===== src/rtl/cache_defs.sv =====
// rtl/cache_defs.sv - shared types and constants for the dcache write-back buffer
package cache_defs;

  localparam int WBB_DEPTH  = 4;
  localparam int WBB_ADDR_W = 32;
  localparam int WBB_LINE_W = 128;
  localparam int WBB_OFF_W  = 4;

  typedef struct packed {
    logic                             valid;
    logic [WBB_ADDR_W-WBB_OFF_W-1:0]  line_addr;
    logic [WBB_LINE_W-1:0]            data;
  } wbb_entry_s;

  typedef enum logic {
    WBB_IDLE = 1'b0,
    WBB_BUSY = 1'b1
  } wbb_state_e;

endpackage


===== src/rtl/wbb_match.sv =====
// rtl/wbb_match.sv - DEPTH-way line-address comparator with lock mask
module wbb_match #(
  parameter int DEPTH = 4,
  parameter int TAG_W = 28,
  localparam int IDX_W = $clog2(DEPTH)
) (
  input  logic [TAG_W-1:0]            tag_i,
  input  logic [DEPTH-1:0][TAG_W-1:0] tags_i,
  input  logic [DEPTH-1:0]            valid_i,
  input  logic [DEPTH-1:0]            lock_i,
  output logic [DEPTH-1:0]            match_o,
  output logic                        hit_o,
  output logic [IDX_W-1:0]            idx_o,
  output logic                        locked_hit_o
);

  logic [DEPTH-1:0] raw;

  // Compare against every valid entry; split unlocked matches from the locked head
  always_comb begin
    raw   = '0;
    idx_o = '0;
    for (int i = 0; i < DEPTH; i++) begin
      raw[i] = valid_i[i] && (tags_i[i] == tag_i);
    end
    match_o      = raw & ~lock_i;
    locked_hit_o = |(raw & lock_i);
    hit_o        = |match_o;
    for (int i = 0; i < DEPTH; i++) begin
      if (match_o[i]) idx_o = IDX_W'(i);
    end
  end

endmodule


===== src/rtl/dcache_wb_buffer.sv =====
// rtl/dcache_wb_buffer.sv - write-back buffer draining evicted dcache lines to memory
module dcache_wb_buffer
  import cache_defs::*;
#(
  parameter int DEPTH  = WBB_DEPTH,
  parameter int ADDR_W = WBB_ADDR_W,
  parameter int LINE_W = WBB_LINE_W,
  parameter int OFF_W  = WBB_OFF_W,
  localparam int CNT_W = $clog2(DEPTH + 1)
) (
  input  logic              clk,
  input  logic              rst_n,
  input  logic              enq_valid_i,
  output logic              enq_ready_o,
  input  logic [ADDR_W-1:0] enq_addr_i,
  input  logic [LINE_W-1:0] enq_data_i,
  input  logic [ADDR_W-1:0] lkup_addr_i,
  output logic              lkup_hit_o,
  output logic [LINE_W-1:0] lkup_data_o,
  output logic              mem_wr_req_o,
  output logic [ADDR_W-1:0] mem_wr_addr_o,
  output logic [LINE_W-1:0] mem_wr_data_o,
  input  logic              mem_wr_ack_i,
  output logic              empty_o,
  output logic              full_o,
  output logic [CNT_W-1:0]  count_o
);

  localparam int PTR_W = $clog2(DEPTH);
  localparam int TAG_W = ADDR_W - OFF_W;
  localparam logic [CNT_W-1:0] DEPTH_C = CNT_W'(DEPTH);

  logic [DEPTH-1:0][TAG_W-1:0]  tag_q;
  logic [DEPTH-1:0][LINE_W-1:0] data_q;
  logic [DEPTH-1:0]             valid_q, valid_d;
  logic [PTR_W-1:0]             head_q, head_d, tail_q, tail_d;
  logic [CNT_W-1:0]             count_q, count_d;
  wbb_state_e                   state_q;

  logic             busy, pop, enq_fire, alloc, coal;
  logic [DEPTH-1:0] lock_mask;
  logic [TAG_W-1:0] enq_tag, lkup_tag;

  logic [DEPTH-1:0] co_match, lk_match;
  logic             co_hit, lk_hit, co_lhit, lk_lhit;
  logic [PTR_W-1:0] co_idx, lk_idx;

  // Offset bits of both addresses are don't-care
  logic unused_offsets;
  assign unused_offsets = ^{enq_addr_i[OFF_W-1:0], lkup_addr_i[OFF_W-1:0],
                            co_match, lk_match, co_lhit};

  assign enq_tag   = enq_addr_i[ADDR_W-1:OFF_W];
  assign lkup_tag  = lkup_addr_i[ADDR_W-1:OFF_W];
  assign busy      = (state_q == WBB_BUSY);
  assign lock_mask = busy ? (DEPTH'(1) << head_q) : '0;

  wbb_match #(.DEPTH(DEPTH), .TAG_W(TAG_W)) u_coalesce_match (
    .tag_i        (enq_tag),
    .tags_i       (tag_q),
    .valid_i      (valid_q),
    .lock_i       (lock_mask),
    .match_o      (co_match),
    .hit_o        (co_hit),
    .idx_o        (co_idx),
    .locked_hit_o (co_lhit)
  );

  wbb_match #(.DEPTH(DEPTH), .TAG_W(TAG_W)) u_lookup_match (
    .tag_i        (lkup_tag),
    .tags_i       (tag_q),
    .valid_i      (valid_q),
    .lock_i       (lock_mask),
    .match_o      (lk_match),
    .hit_o        (lk_hit),
    .idx_o        (lk_idx),
    .locked_hit_o (lk_lhit)
  );

  assign enq_ready_o = (count_q < DEPTH_C) || co_hit;
  assign enq_fire    = enq_valid_i && enq_ready_o;
  assign alloc       = enq_fire && !co_hit;
  assign coal        = enq_fire && co_hit;
  assign pop         = busy && mem_wr_ack_i;

  // Next-state for valid bits, pointers and occupancy
  always_comb begin
    valid_d = valid_q;
    if (pop)   valid_d[head_q] = 1'b0;
    if (alloc) valid_d[tail_q] = 1'b1;
    head_d  = head_q + PTR_W'(pop);
    tail_d  = tail_q + PTR_W'(alloc);
    count_d = count_q + CNT_W'(alloc) - CNT_W'(pop);
  end

  // Occupancy bookkeeping; reset discards every entry
  always_ff @(posedge clk) begin
    if (!rst_n) begin
      valid_q <= '0;
      head_q  <= '0;
      tail_q  <= '0;
      count_q <= '0;
    end else begin
      valid_q <= valid_d;
      head_q  <= head_d;
      tail_q  <= tail_d;
      count_q <= count_d;
    end
  end

  // Entry payload storage; only read when the matching valid bit is set
  always_ff @(posedge clk) begin
    if (alloc) begin
      tag_q[tail_q]  <= enq_tag;
      data_q[tail_q] <= enq_data_i;
    end
    if (coal) begin
      data_q[co_idx] <= enq_data_i;
    end
  end

  // Drain FSM: hold the head request until memory acks, then move on or idle
  always_ff @(posedge clk) begin
    if (!rst_n) begin
      state_q <= WBB_IDLE;
    end else begin
      case (state_q)
        WBB_IDLE: if (count_q != '0) state_q <= WBB_BUSY;
        WBB_BUSY: if (pop && (count_d == '0)) state_q <= WBB_IDLE;
        default:  state_q <= WBB_IDLE;
      endcase
    end
  end

  assign mem_wr_req_o  = busy;
  assign mem_wr_addr_o = busy ? {tag_q[head_q], {OFF_W{1'b0}}} : '0;
  assign mem_wr_data_o = busy ? data_q[head_q] : '0;

  // Unlocked entry has the freshest copy; fall back to the in-flight head
  always_comb begin
    lkup_hit_o  = lk_hit || lk_lhit;
    lkup_data_o = '0;
    if (lk_hit)       lkup_data_o = data_q[lk_idx];
    else if (lk_lhit) lkup_data_o = data_q[head_q];
  end

  assign empty_o = (count_q == '0);
  assign full_o  = (count_q == DEPTH_C);
  assign count_o = count_q;

endmodule


===== config.mk =====
export PLATFORM = sky130hd
export DESIGN_NAME = dcache_wb_buffer
export DESIGN_NICKNAME = d
export VERILOG_FILES = /design/src/rtl/cache_defs.sv /design/src/rtl/wbb_match.sv /design/src/rtl/dcache_wb_buffer.sv
export SDC_FILE = /design/constraint.sdc
export NUM_CORES = 1
export LEC_CHECK = 0
export ABC_AREA = 0
export ABC_CLOCK_PERIOD_IN_PS = 8100
export BUFFER_PORTS_ARGS = -buffer_cell sky130_fd_sc_hd__buf_4
export CORE_MARGIN = 2
export CORE_UTILIZATION = 55
export CTS_CLUSTER_DIAMETER = 60
export DETAILED_ROUTE_END_ITERATION = 7
export GPL_ROUTABILITY_DRIVEN = 1
export PLACE_DENSITY = 0.77
export SYNTH_ARGS = -nofsm -noshare
export SYNTH_HDL_FRONTEND = slang
export SYNTH_SLANG_ARGS = --single-unit

===== constraint.sdc =====
create_clock -name clk -period 8.1 [get_ports clk]
set_input_delay 0.81 -clock clk [delete_from_list [all_inputs] [get_ports clk]]
set_output_delay 0.81 -clock clk [all_outputs]
set_load 0.03 [all_outputs]

=== Yosys cells after proc, flatten, opt, wreduce, memory -nomap -nowiden ===
Cells that the tools add are included.

* Bits in registers: 636
* Input bits: 196
* Logic and storage cells: 105
* Output and inout bits: 296

* Bitwise operators: 8
* Mux-type cells: 37
* Shift-type cells: 1
* Order comparisons: 8
* Equality and inequality tests: 9
* Add/subtract/negate cells: 4
* Reduce and logical (&&, ||, !) cells: 25

{| class="wikitable"
|+ Operators with widths
! kind !! number
|-
| 512-bit bitwise mux || 2
|-
| 512-bit two-way mux || 2
|-
| 128-bit two-way mux || 7
|-
| 128-bit binary-select mux with 2-bit select || 2
|-
| 128-bit demux with 2-bit select || 2
|-
| 28-bit equality test || 8
|-
| 112-bit bitwise mux || 1
|-
| 28-bit binary-select mux with 2-bit select || 1
|-
| 28-bit demux with 2-bit select || 1
|-
| 28-bit two-way mux || 2
|-
| 32-bit two-way mux || 1
|-
| 4-bit bitwise AND || 4
|-
| 1-bit logical AND || 16
|-
| 2-bit by 3-bit < comparator with 1-bit output (second input constant) || 4
|-
| 4-bit two-way mux || 3
|-
| 4-bit OR reduction || 3
|-
| 2-bit two-way mux || 4
|-
| 4-bit NOT || 2
|-
| 2-bit by 1-bit >= comparator with 1-bit output (second input constant) || 3
|-
| 3-bit logical NOT || 2
|-
| 1-bit two-way mux || 6
|-
| 2-bit by 1-bit adder with 2-bit output || 2
|-
| 1-bit demux with 2-bit select || 2
|-
| 4-bit bitwise OR || 1
|-
| 10 further kinds || 11
|}

=== Depth between registers and ports, before layout ===
* Depth in word-level cells: 14
* Mapped depth: 15
* Gate-level depth less buffers: 14

=== By module ===
A second synthesis with hierarchy kept.

* Cell total of the unflattened synthesis: 2355
* Area, all modules: 32931.6 µm²

{| class="wikitable"
|+ By module, submodules not included
! module !! cells an instance !! times used !! area each (µm²) !! seq. area each (µm²)
|-
| dcache_wb_buffer || 1951 || 1 || 29943.7 || 13853.3
|-
| wbb_match || 202 || 2 || 1493.9 || 0.0
|}

=== Worst setup path after synthesis ===
OpenSTA, ideal clock, no wires.

* Path type: input to register
* From: in enq_addr_i[25]
* To: reg tag_q[56] in the netlist's numbering, enable pin
* Setup slack: 3.209 ns
* Path buffers: 0
* Data required time: 7.613 ns
* Library setup time: 0.487 ns
* Data arrival time: 4.404 ns
* Stages: 6
* Cell sequence: xnor2_1 nand4_1 nor4_1 a21boi_0 nand3b_1 nor4_1

* Word-level cells in the longest chain between the ends: 7
* Elaborated cells on any way between the ends: 14
* Those cells by class: eq/ne (4); bitwise (1); reduce/logical (9)

{| class="wikitable"
|+ Ends and longest elaborated chain
! item !! RTL line !! RTL
|-
| start, declared || dcache_wb_buffer.sv:15 || <nowiki>input logic [ADDR_W-1:0] enq_addr_i,</nowiki>
|-
| 28-bit equality test || wbb_match.sv:24 || <nowiki>raw[i] = valid_i[i] && (tags_i[i] == tag_i);</nowiki>
|-
| 1-bit logical AND || wbb_match.sv:24 ||
|-
| 4-bit bitwise AND (*) || wbb_match.sv:26 || <nowiki>match_o = raw & ~lock_i;</nowiki>
|-
| 4-bit OR reduction (*) || wbb_match.sv:28 || <nowiki>hit_o = |match_o;</nowiki>
|-
| 1-bit logical OR || dcache_wb_buffer.sv:80 || <nowiki>assign enq_ready_o = (count_q < DEPTH_C) || co_hit;</nowiki>
|-
| 1-bit logical AND || dcache_wb_buffer.sv:81 || <nowiki>assign enq_fire = enq_valid_i && enq_ready_o;</nowiki>
|-
| 1-bit logical AND (*) || dcache_wb_buffer.sv:82 || <nowiki>assign alloc = enq_fire && !co_hit;</nowiki>
|-
| end signal, assigned by index || dcache_wb_buffer.sv:114 || <nowiki>tag_q[tail_q] <= enq_tag;</nowiki>
|-
| end, declared || dcache_wb_buffer.sv:33 || <nowiki>logic [DEPTH-1:0][TAG_W-1:0] tag_q;</nowiki>
|}

Every way passes the cells marked *; elsewhere a longest branch is shown, timed or not.
A chain may end at the register's enable or synchronous reset.

=== Final worst setup path ===
* From: reg tag_q[85] in the netlist's numbering
* To: out lkup_data_o[109]

* Word-level cells in the longest chain between the ends: 7
* Elaborated cells on any way between the ends: 11
* Those cells by class: eq/ne (1); mux (5); bitwise (2); reduce/logical (3)

{| class="wikitable"
|+ Ends and longest elaborated chain
! item !! RTL line !! RTL
|-
| 28-bit equality test (*) || wbb_match.sv:24 ||
|-
| 1-bit logical AND (*) || wbb_match.sv:24 ||
|-
| 4-bit bitwise AND || wbb_match.sv:26 ||
|-
| 2-bit two-way mux || wbb_match.sv:30 || <nowiki>if (match_o[i]) idx_o = IDX_W'(i);</nowiki>
|-
| 128-bit binary-select mux with 2-bit select || dcache_wb_buffer.sv:143 || <nowiki>if (lk_hit) lkup_data_o = data_q[lk_idx];</nowiki>
|-
| 128-bit two-way mux (not written as such) || dcache_wb_buffer.sv:143 ||
|-
| 128-bit two-way mux (*) || dcache_wb_buffer.sv:143 ||
|-
| end, declared || dcache_wb_buffer.sv:19 || <nowiki>output logic [LINE_W-1:0] lkup_data_o,</nowiki>
|}

Every way passes the cells marked *; elsewhere a longest branch is shown, timed or not. The select of a mux whose other input is x is not followed.

==> results.md <==
* Setup TNS at 0 ns
* Critical Path Fanout Max at 71
* TritonRoute pass-1 iters at 7
* CTS Buffer Depth at 3
* Worst-skew pair later-pin latency at 0.62 ns
* FILL cells at 4591
* Core area at 61600 um^2
* DRT iter0 DRCs at 1959
* Final critical-path share of the clock period at 74.5%
* Setup crit end kind: output pin
* Hold Path Class: input pin to register
* Antenna violations before repair at 8
* RSZ-0062 raised after global routing: false
* Leakage power at 18.3 nW
* Initial Util at 55.6%
* Post-Route WL at 103 mm
* Reg2reg start: mem_wr_req_o
* Via-to-Cell Ratio at 6.16
* Vias in the first global route at 25400
* Post-synth top area cell: dfxtp_1
* Total GRT Usage at 31.3%
* Gp weighted congestion at 0.991
* Hold_sp: enq_data_i[110]
* CP arrival at 5.23 ns
* Critical Path Start Type: register
* Sequential area share after synthesis at 40.5%
* Worst Reg-to-Reg Cells at 14
* Top FF cell, synth: dfxtp_1
* Fmax at 166 MHz
* Ports at 492
* Die X at 253 um
* Fraction of registers with async set/reset at 0%
* Finished Cell Area at 40000 um^2
* H-Tree Depth at 3
* Outcome: finished clean
* Mapped Area at 34200 um^2
* Post-route core utilization at 64.9%
* Vias at 24500
* CTS buffer count at 72
* PortBufs at 479
* Final Hold Fails at 0
* Top cells by area, synth: dfxtp_1 31%, mux2_4 14%, mux4_2 10%, edfxtp_1 9.8%, mux2_2 5.0%
* Pwr per Cell Area at 349 nW/um^2
* Nets at 3284
* Post-route DRC at 0
* Share of layout cells above drive strength 1 at 40.2%
* Die Ht at 253 um
* Largest net degree at the start of global routing at 138
* Least-Margin Pin Slew at 1.10 ns
* Count leader, synth: dfxtp_1
* Worst Hold End: data_q[238]
* Cell Count, Final, Fillers Out at 3981
* Most frequent cells after synthesis: 524 x dfxtp_1, 320 x mux2_4, 162 x and2_1
* # Post-CTS Setup Buffers at 0
* Mean Syn Cell Area at 12.7 um^2
* Register area at 13900 um^2
* Resized Gates After CTS at 0
* Clock transition at the registers of the reported paths at 0.06 ns
* Max Cap Violations at 0
* Die area at 64300 um^2
* Max VDD drop at 0.243 mV
* Max Slew Vio Count at 0
* Area fraction of the dominant cell type after synthesis at 30.6%
* R2r endpoint: mem_wr_req_o
* Layout Area Growth over Synthesis at 16.8%
* Number of flops mapped to enable cells by yosys at 112
* ANT nets after route at 0
* First-pass GRT wire length at 156 mm
* Setup violators final at 0
* Hold-critical path depth at 2
* Register bit count reported by yosys at 636
* Rows at 91
* Relative slew slack at 26.8%
* Placed Cells at 3846
* Final Skew at 0.0256 ns
* Minimum clock period at 6.04 ns
* Clock sink count at 636
* Multi-input gate area at 18800 um^2
* Req. time, crit path at 7.29 ns
* Grt ovf at 0
* Cell chosen for the clock root: clkbuf_16
* Unique masters post-synth at 61
* CTS tree: built
* Synth warn at 0
* R2r setup slk at 3.45 ns
* Placed inst area at 37600 um^2
* Routed len/inst at 25.9 um
* Post-DP HPWL at 64.1 mm
* Crit Path Class: register to output pin
* Hold buffers post-CTS at 0
* Mapped Cells at 2702
-- area by class of cell --
cell class | count | area share (%)
tap | 837 | 2.62
multi-input combinational | 1857 | 46.9
clock inverter | 23 | 0.595
timing repair buffer | 506 | 9.72
antenna | 5 | 0.0313
sequential | 636 | 34.7
inverter | 10 | 0.0939
clock buffer | 107 | 5.32
-- worst max path at each step --
stage,start,endpoint,slack (ns)
after floorplan,enq_addr_i[25],tag_q[56],3.21
after global placement,lkup_addr_i[5],lkup_data_o[71],2.32
after detailed placement,lkup_addr_i[5],lkup_data_o[109],2.31
after CTS,tag_q[85],lkup_data_o[80],2.08
after global routing,tag_q[85],lkup_data_o[89],1.99
final,tag_q[85],lkup_data_o[109],2.06
-- power by group --
group          total (mW)  switching [mW]  internal [mW]
registers            5.60            1.09           4.52
logic                5.03            2.19           2.85
clock network        3.30            1.35           1.95
total                13.9            4.62           9.31
-- per-layer routing --
metal / track usage [%] / part of all wire [%]
met1: 40.5 / 40
met2: 50.5 / 47
met3: 7.59 / 8.6
met4: 12.5 / 3.8
met5: 0 / 0.025
-- critical path: stages, from the launching register on --
cell and delay (ns):
edfxtp_1 0.46, xnor2_1 0.41, nand3_1 0.19, nor4_1 0.74, nand4_1 0.16, buf_4 0.41, o211ai_1 0.35, buf_4 0.46
buf_4 0.75, o22ai_1 0.21, a21o_1 0.22, buf_4 0.18
-- layout by cell type, fill, tap and decap left out, types with 8 or more instances in the layout --
cell,instances
nand2_1,15
and2_1,161
buf_4,499
clkbuf_16,75
dfxtp_1,521
mux2_4,320
mux2_2,152
clkbuf_8,13
nor2_1,137
clkbuf_1,19
mux2_1,40
a21o_1,128
mux4_2,154
nand4_1,27
xnor2_1,93
xor2_1,131
nor3_1,8
a21oi_1,129
clkinv_2,12
mux2i_1,128
o22ai_1,128
nor4_1,37
inv_1,10
edfxtp_1,112
-- flip-flops by register name (all words and copies together) (netlist names) --
signal        count
tail_q            2
valid_q           4
mem_wr_req_o      1
count_o           3
tag_q           112
head_q            2
data_q          512
-- per-stage QoR --
stage,hold slack (ns),power [mW],setup slack (ns)
finish,0.437,13.9,2.06
floorplan,0.453,9.12,3.21
detailed placement,0.475,10.6,2.31
CTS,0.407,14.0,2.08
global placement,0.459,10.3,2.32
global route,0.412,14.5,1.99
-- logic make-up after synthesis --
group                    share of synthesized area, %
flip-flops                                       40.5
adder cells (fa/ha/maj)                         0.205
XOR/XNOR                                         5.73
AND/OR/NAND/NOR                                  6.75
AO/OA/AOI/OAI                                    7.55
other                                          0.0110
buffers and inverters                            4.91
multiplexers                                     34.4
No activity file was read; power rests on OpenSTA's default activity.
